[src/rtl/csr_bus_arbiter.sv]
`default_nettype none
// ============================================================================
//  Module   : csr_bus_arbiter
//  Purpose  : Shares one CSR bus master port between NUM_REQ requesters, one
//             command in flight, returning read data to the originator.
//             Define CSR_ARB_FIXED_PRI_EN for fixed priority (lowest index
//             wins); otherwise round-robin arbitration is used.
//  Revision : 1.0 - initial release
// ============================================================================
module csr_bus_arbiter #(
    parameter int NUM_REQ    = 2,
    parameter int ADDR_W     = 8,
    parameter int DATA_W     = 32,
    parameter int RD_LATENCY = 1
) (
    input  logic                       clk,
    input  logic                       reset_n,
    input  logic [NUM_REQ-1:0]         req_valid,
    output logic [NUM_REQ-1:0]         req_ready,
    input  logic [NUM_REQ-1:0]         req_write,
    input  logic [NUM_REQ*ADDR_W-1:0]  req_address,
    input  logic [NUM_REQ*DATA_W-1:0]  req_wr_data,
    output logic [NUM_REQ-1:0]         rsp_valid,
    output logic [DATA_W-1:0]          rsp_rd_data,
    output logic [ADDR_W-1:0]          csr_address,
    output logic                       csr_write,
    output logic                       csr_read,
    output logic [DATA_W-1:0]          csr_wr_data,
    input  logic [DATA_W-1:0]          csr_rd_data
);

    localparam int IDX_W = $clog2(NUM_REQ);
    localparam int CNT_W = $clog2(RD_LATENCY + 1);

    localparam logic [1:0] S_IDLE    = 2'd0;
    localparam logic [1:0] S_ISSUE   = 2'd1;
    localparam logic [1:0] S_WAIT_RD = 2'd2;
    localparam logic [1:0] S_RESP    = 2'd3;

    logic [1:0]        r_state;
    logic [1:0]        w_next_state;
    logic              r_cmd_write;
    logic [ADDR_W-1:0] r_cmd_addr;
    logic [DATA_W-1:0] r_cmd_data;
    logic [IDX_W-1:0]  r_cmd_idx;
    logic [CNT_W-1:0]  r_cnt;
    logic [DATA_W-1:0] r_rd_data;

    logic              w_found;
    logic [IDX_W-1:0]  w_grant_idx;
    logic              w_handshake;

    logic [ADDR_W-1:0] w_addr_arr [NUM_REQ];
    logic [DATA_W-1:0] w_data_arr [NUM_REQ];

    generate
        for (genvar g = 0; g < NUM_REQ; g++) begin : g_unpack
            assign w_addr_arr[g] = req_address[g*ADDR_W +: ADDR_W];
            assign w_data_arr[g] = req_wr_data[g*DATA_W +: DATA_W];
        end
    endgenerate

`ifdef CSR_ARB_FIXED_PRI_EN
    // Descending scan so the lowest valid index is the final assignment.
    always_comb begin
        w_found     = 1'b0;
        w_grant_idx = '0;
        for (int i = NUM_REQ - 1; i >= 0; i--) begin
            if (req_valid[i]) begin
                w_found     = 1'b1;
                w_grant_idx = IDX_W'(i);
            end
        end
    end
`else
    localparam logic [IDX_W:0] C_NUM_REQ = (IDX_W + 1)'(NUM_REQ);

    logic [IDX_W-1:0] r_last;
    logic [IDX_W:0]   w_cand;

    // Scan offsets from farthest to nearest so the nearest one after r_last wins.
    always_comb begin
        w_found     = 1'b0;
        w_grant_idx = '0;
        w_cand      = '0;
        for (int k = NUM_REQ; k >= 1; k--) begin
            w_cand = {1'b0, r_last} + (IDX_W + 1)'(k);
            if (w_cand >= C_NUM_REQ) begin
                w_cand = w_cand - C_NUM_REQ;
            end
            if (req_valid[w_cand[IDX_W-1:0]]) begin
                w_found     = 1'b1;
                w_grant_idx = w_cand[IDX_W-1:0];
            end
        end
    end

    always_ff @(posedge clk or negedge reset_n) begin
        if (!reset_n) begin
            r_last <= IDX_W'(NUM_REQ - 1);
        end else if (w_handshake) begin
            r_last <= w_grant_idx;
        end
    end
`endif

    assign w_handshake = (r_state == S_IDLE) && w_found;

    always_ff @(posedge clk or negedge reset_n) begin
        if (!reset_n) begin
            r_state <= S_IDLE;
        end else begin
            r_state <= w_next_state;
        end
    end

    always_comb begin
        w_next_state = r_state;
        case (r_state)
            S_IDLE:    if (w_handshake) w_next_state = S_ISSUE;
            S_ISSUE:   w_next_state = r_cmd_write ? S_RESP : S_WAIT_RD;
            S_WAIT_RD: if (r_cnt == CNT_W'(1)) w_next_state = S_RESP;
            S_RESP:    w_next_state = S_IDLE;
            default:   w_next_state = S_IDLE;
        endcase
    end

    always_ff @(posedge clk or negedge reset_n) begin
        if (!reset_n) begin
            r_cmd_write <= 1'b0;
            r_cmd_addr  <= '0;
            r_cmd_data  <= '0;
            r_cmd_idx   <= '0;
            r_cnt       <= '0;
            r_rd_data   <= '0;
        end else begin
            if (w_handshake) begin
                r_cmd_write <= req_write[w_grant_idx];
                r_cmd_addr  <= w_addr_arr[w_grant_idx];
                r_cmd_data  <= w_data_arr[w_grant_idx];
                r_cmd_idx   <= w_grant_idx;
                r_rd_data   <= '0;
            end
            if (r_state == S_ISSUE) begin
                r_cnt <= CNT_W'(RD_LATENCY);
            end
            // Read data is valid RD_LATENCY cycles after the strobe cycle.
            if (r_state == S_WAIT_RD) begin
                r_cnt <= r_cnt - CNT_W'(1);
                if (r_cnt == CNT_W'(1)) begin
                    r_rd_data <= csr_rd_data;
                end
            end
        end
    end

    // Ready is masked while reset is held so all outputs read zero in reset.
    always_comb begin
        req_ready   = '0;
        rsp_valid   = '0;
        rsp_rd_data = '0;
        csr_write   = 1'b0;
        csr_read    = 1'b0;
        if (reset_n && (r_state == S_IDLE) && w_found) begin
            req_ready[w_grant_idx] = 1'b1;
        end
        if (r_state == S_ISSUE) begin
            csr_write = r_cmd_write;
            csr_read  = !r_cmd_write;
        end
        if (r_state == S_RESP) begin
            rsp_valid[r_cmd_idx] = 1'b1;
            rsp_rd_data          = r_rd_data;
        end
    end

    assign csr_address = r_cmd_addr;
    assign csr_wr_data = r_cmd_data;

endmodule
`default_nettype wire

[config.mk]
export PLATFORM = sky130hd
export DESIGN_NAME = csr_bus_arbiter
export DESIGN_NICKNAME = d
export VERILOG_FILES = /design/src/rtl/csr_bus_arbiter.sv
export SDC_FILE = /design/constraint.sdc
export NUM_CORES = 1
export LEC_CHECK = 0
export CAP_MARGIN = 40
export CORE_ASPECT_RATIO = 0.7
export CORE_MARGIN = 2
export CORE_UTILIZATION = 43
export DETAILED_ROUTE_END_ITERATION = 6
export HOLD_SLACK_MARGIN = 0.06
export PLACE_DENSITY = 0.86
export SETUP_SLACK_MARGIN = 0.4
export SYNTH_ARGS = -nofsm -noshare
export SYNTH_HDL_FRONTEND = slang
export SYNTH_SLANG_ARGS = --single-unit
[constraint.sdc]
create_clock -name clk -period 5.2 [get_ports clk]
set_clock_uncertainty 0.15 [all_clocks]
set_input_delay 0.52 -clock clk [delete_from_list [all_inputs] [get_ports clk]]
set_output_delay 0.52 -clock clk [all_outputs]
set_load 0.02 [all_outputs]
==> summary.md <==
| Metric | Value |
|---|---|
| Leftover overflow at the end of global routing | `0` |
| Cts repair resizes | `0` |
| Unrepaired setup endpoints after global routing | `false` |
| HPWL Detailed | `just over 8 mm` |
| RD Place Congestion | `slightly above 0.8` |
| DR iter-0 viols | `299` |
| Instance count after placement with tap cells included | `about 720` |
| Ratio of total power to cell area | `563 mW/mm^2` |
| Final Setup Violations | `0` |
| Fraction of final layout cells with drive strength greater than 1 | `0.0694` |
| R2R setup slack | `2.91 ns` |
| Reg-to-reg endpoint | `r_rd_data[23]` |
| Highest-delay cell along the critical path | `sky130_fd_sc_hd__a21bo_2` |
| Netlist cell types | `27` |
| Number of clock sinks seen by CTS | `78` |
| WS Path Type | `in -> out` |
| I/O pin cnt | `between 150 and 200` |
| Req. time, crit path | `between 4 and 5 ns` |
| Highest clock frequency the design can meet | `288 MHz` |
| Initial Utilization | `0.445` |
| Floorplan die width | `between 100 and 150 um` |
| Least-Margin Pin Slew | `~0.85 ns` |
| Die ar. | `0.00960 mm^2` |
| Startpoint Class | `input pin` |
| Number of buffers added by the clock tree synthesis step | `9` |
| Status | `complete, no violations` |
| Final hold viol count | `0` |
| Placeable core region | `0.00851 mm^2` |
| Final net count | `about 740` |
| CP cell instances | `clkdlybuf4s50_1 > a21bo_2 > and3_1 > clkdlybuf4s50_1` |
| Area fraction in compound gates after synthesis | `0.187` |
| Path type of the worst min-delay path | `reg -> reg` |
| Routed wire length per instance | `between 15 and 20 um` |
| Area fraction in and, or, nand and nor cells after synthesis | `0.215` |
| Remaining routing DRC violations | `0` |
| Number of vias per cell | `4.96` |
| Number of port buffers | `195` |
| Max-slew violations | `0` |
| Worst path most repeated cell | `sky130_fd_sc_hd__clkdlybuf4s50_1` |
| Total track usage | `0.239` |
| TritonRoute pass-1 iters | `4` |
| Number of placement rows | `28` |
| Maximum Capacitance Violations | `0` |
| Maximum root-to-sink buffer count | `2` |
| Delay of the slowest critical-path stage | `~0.76 ns` |
| Fraction of synthesized area in multiplexers | `0.00297` |
| Antenna Diode Count | `0` |
| Final min period | `3.47 ns` |
| Static Leak | `0.00257 uW` |
| Initial antenna violation count | `0` |
| Cell area after synthesis | `0.00379 mm^2` |
| Clk Latency, worst-skew pair | `0.32 ns` |
| FF+latch count, synth | `78` |
| Fill count | `683` |
| Largest family of logic cells by synthesized area | `simple AND/OR/NAND/NOR gates` |
| TritonCTS clock tree | `done` |
| Global-route wire length before repair | `17.8 mm` |
| Hold-critical path endpoint | `csr_address[5]` |
| Cell count of the worst hold path | `2` |
| Drt total wl | `roughly 11 mm` |
| Critical Path AT | `about 2.8 ns` |
| Worst ir drop on vdd | `just over 0.3 mV` |
| Adder and majority gate portion of the synthesized area | `0.0165` |
| Final core utilization | `0.717` |
| Cell count after synthesis | `432` |
| Critical path capture point type | `output port` |
| Pin count of the biggest net entering global routing | `47` |
| Worst hold margin | `0.361 ns` |
| Number of vias after detailed routing | `between 3000 and 4000` |
| Metal1 wirelength | `4.60 mm` |
| Root buf cell | `sky130_fd_sc_hd__clkbuf_16` |
| Maximum fanout along the worst path | `42` |
| Post-Synth XOR/XNOR Area | `0` |
| Crit Reg-Reg Startpoint | `r_state[0]` |
| Area occupied by multi-input gates | `between 0.0015 and 0.002 mm^2` |
| Final cell count without fillers | `740` |
| Number of global-route vias before repair | `3705` |
| Sequential cell area | `0.00195 mm^2` |
| Synthesized area per cell | `8.78 um^2` |
| Relative max-transition margin | `0.436` |
| Antenna-violating nets left | `0` |
| Sequential element share of the synthesized area | `0.515` |
| Clk pin slew, worst setup/hold paths | `0.06 ns` |
| Met3 wire len | `942 um` |
| Aggregate negative setup slack | `0 ns` |
| Min-Delay Startpoint | `csr_address[5]` |
| Area grow syn2layout | `61.0%` |
| Metal2 WL | `5.59 mm` |
| Fin crit share | `0.668` |
| Yosys Warn Count | `0` |
| Number of buffers inserted by post-CTS setup repair | `0` |
| Htree depth | `3` |
| Worst R2R Path Depth | `7` |
| Die extent in y | `between 80 and 90 um` |
| Synth Net Count | `555` |
| Uppermost signal routing layer after detailed routing | `met4` |
## cells in the final DEF (no fill, tap or decap), types with 2 or more instances in the layout
cell | Yosys | layout
sky130_fd_sc_hd__clkdlybuf4s50_1 | 0 | 194
sky130_fd_sc_hd__nand2_1 | 105 | 105
sky130_fd_sc_hd__dfrtp_1 | 77 | 77
sky130_fd_sc_hd__a21oi_1 | 72 | 72
sky130_fd_sc_hd__nor2_1 | 44 | 44
sky130_fd_sc_hd__and2_1 | 35 | 34
sky130_fd_sc_hd__o21ai_0 | 24 | 24
sky130_fd_sc_hd__a21oi_2 | 13 | 13
sky130_fd_sc_hd__clkbuf_16 | 0 | 9
sky130_fd_sc_hd__o21ai_1 | 8 | 8
sky130_fd_sc_hd__ha_1 | 5 | 5
sky130_fd_sc_hd__buf_4 | 7 | 4
sky130_fd_sc_hd__nor2b_1 | 3 | 3
sky130_fd_sc_hd__clkinvlp_4 | 0 | 3
sky130_fd_sc_hd__buf_16 | 0 | 3
sky130_fd_sc_hd__inv_1 | 2 | 2
sky130_fd_sc_hd__and3_1 | 2 | 2
## how the worst max path moves through the flow
| stage | startpoint | endpoint | slack (ns) | depth (start not counted) |
|---|---|---|---|---|
| global placement | req_valid[0] | req_ready[0] | 1.79 | 4 |
| CTS | req_valid[0] | req_ready[0] | 1.72 | 4 |
| finish | req_valid[0] | req_ready[0] | 1.73 | 4 |
| detailed placement | req_valid[0] | req_ready[0] | 1.72 | 4 |
| floorplan | r_state[0] | req_ready[0] | 3.27 | 4 |
| global route | req_valid[0] | req_ready[0] | 1.64 | 4 |
## what timing repair did
| action | in CTS | in global routing |
|---|---|---|
| hold endpoints to repair | 32 | 0 |
| endpoints found under the setup margin | 0 | 0 |
| hold buffers | 1 | 0 |
## worst max-delay path: cells and delay by family
kind	cells	cell delay, ns
AOI/OAI and AO/OA	1	0.76
and+or+nand+nor	1	0.25
buffers and inverters	2	1.27
## cell usage after synthesis, drive strengths merged
library cell | count | share of area
a31oi | 1 | 0.0017
nor3 | 1 | 0.0013
nor2b | 3 | 0.0049
nand2 | 105 | 0.10
a21boi | 1 | 0.0049
mux2 | 1 | 0.0030
clkbuf | 7 | 0.0069
o21ai | 33 | 0.045
ha | 5 | 0.016
and3 | 2 | 0.0033
buf | 24 | 0.054
nor2 | 44 | 0.044
dfstp | 1 | 0.0069
and2 | 35 | 0.058
a211oi | 1 | 0.0020
a21oi | 85 | 0.13
dfrtp | 77 | 0.51
a2bb2oi | 1 | 0.0023
inv | 2 | 0.0020
o21a | 1 | 0.0020
a21bo | 1 | 0.0026
a22o | 1 | 0.0023
## through the flow
stage,instance area (um^2),total power [uW],setup slack [ns]
6_report,6110,3440,1.73
5_1_grt,6110,3680,1.64
4_1_cts,6110,3470,1.72
3_5_place_dp,5790,2820,1.72
3_3_place_gp,5690,2690,1.79
2_1_floorplan,3790,2060,3.27
## where the power goes
| group | switching, uW | total (uW) | leakage [uW] | internal, uW |
|---|---|---|---|---|
| combinational | 956 | 1750 | 0.00151 | 797 |
| clock | 252 | 640 | 0.000141 | 387 |
| sequential | 157 | 1050 | 0.000926 | 891 |
## per-layer routing
layer  global-route usage  vias to the layer above
met3               0.0686                       16
met1                0.287                     1713
met2                0.422                      164
li1                     -                     1775
met5                    0                        -
met4               0.0702                        0
## flip-flops by register name, summed over array words and instances (netlist names)
| name | count |
|---|---|
| csr_address | 8 |
| csr_wr_data | 32 |
| r_cmd_idx | 1 |
| r_cmd_write | 1 |
| r_cnt | 1 |
| r_last | 1 |
| r_rd_data | 32 |
| r_state | 2 |
## cells by family (layout without fill, tap and decap cells)
group / after synthesis / in the layout
adder cells (fa/ha/maj): 5 / 5
buffers and inverters: 33 / 221
multiplexers: 1 / 1
flip-flops: 78 / 78
AND/OR/NAND/NOR: 190 / 190
AO/OA/AOI/OAI: 125 / 125
## area by class of cell
type	instances	area share
inverters	2	0.00123
clock buffers	10	0.0391
repair buffers	203	0.341
multi-input cells	321	0.263
flip-flops and latches	78	0.320
clock inverters	6	0.0115
well taps	120	0.0246
(Power assumes the default switching activity.)
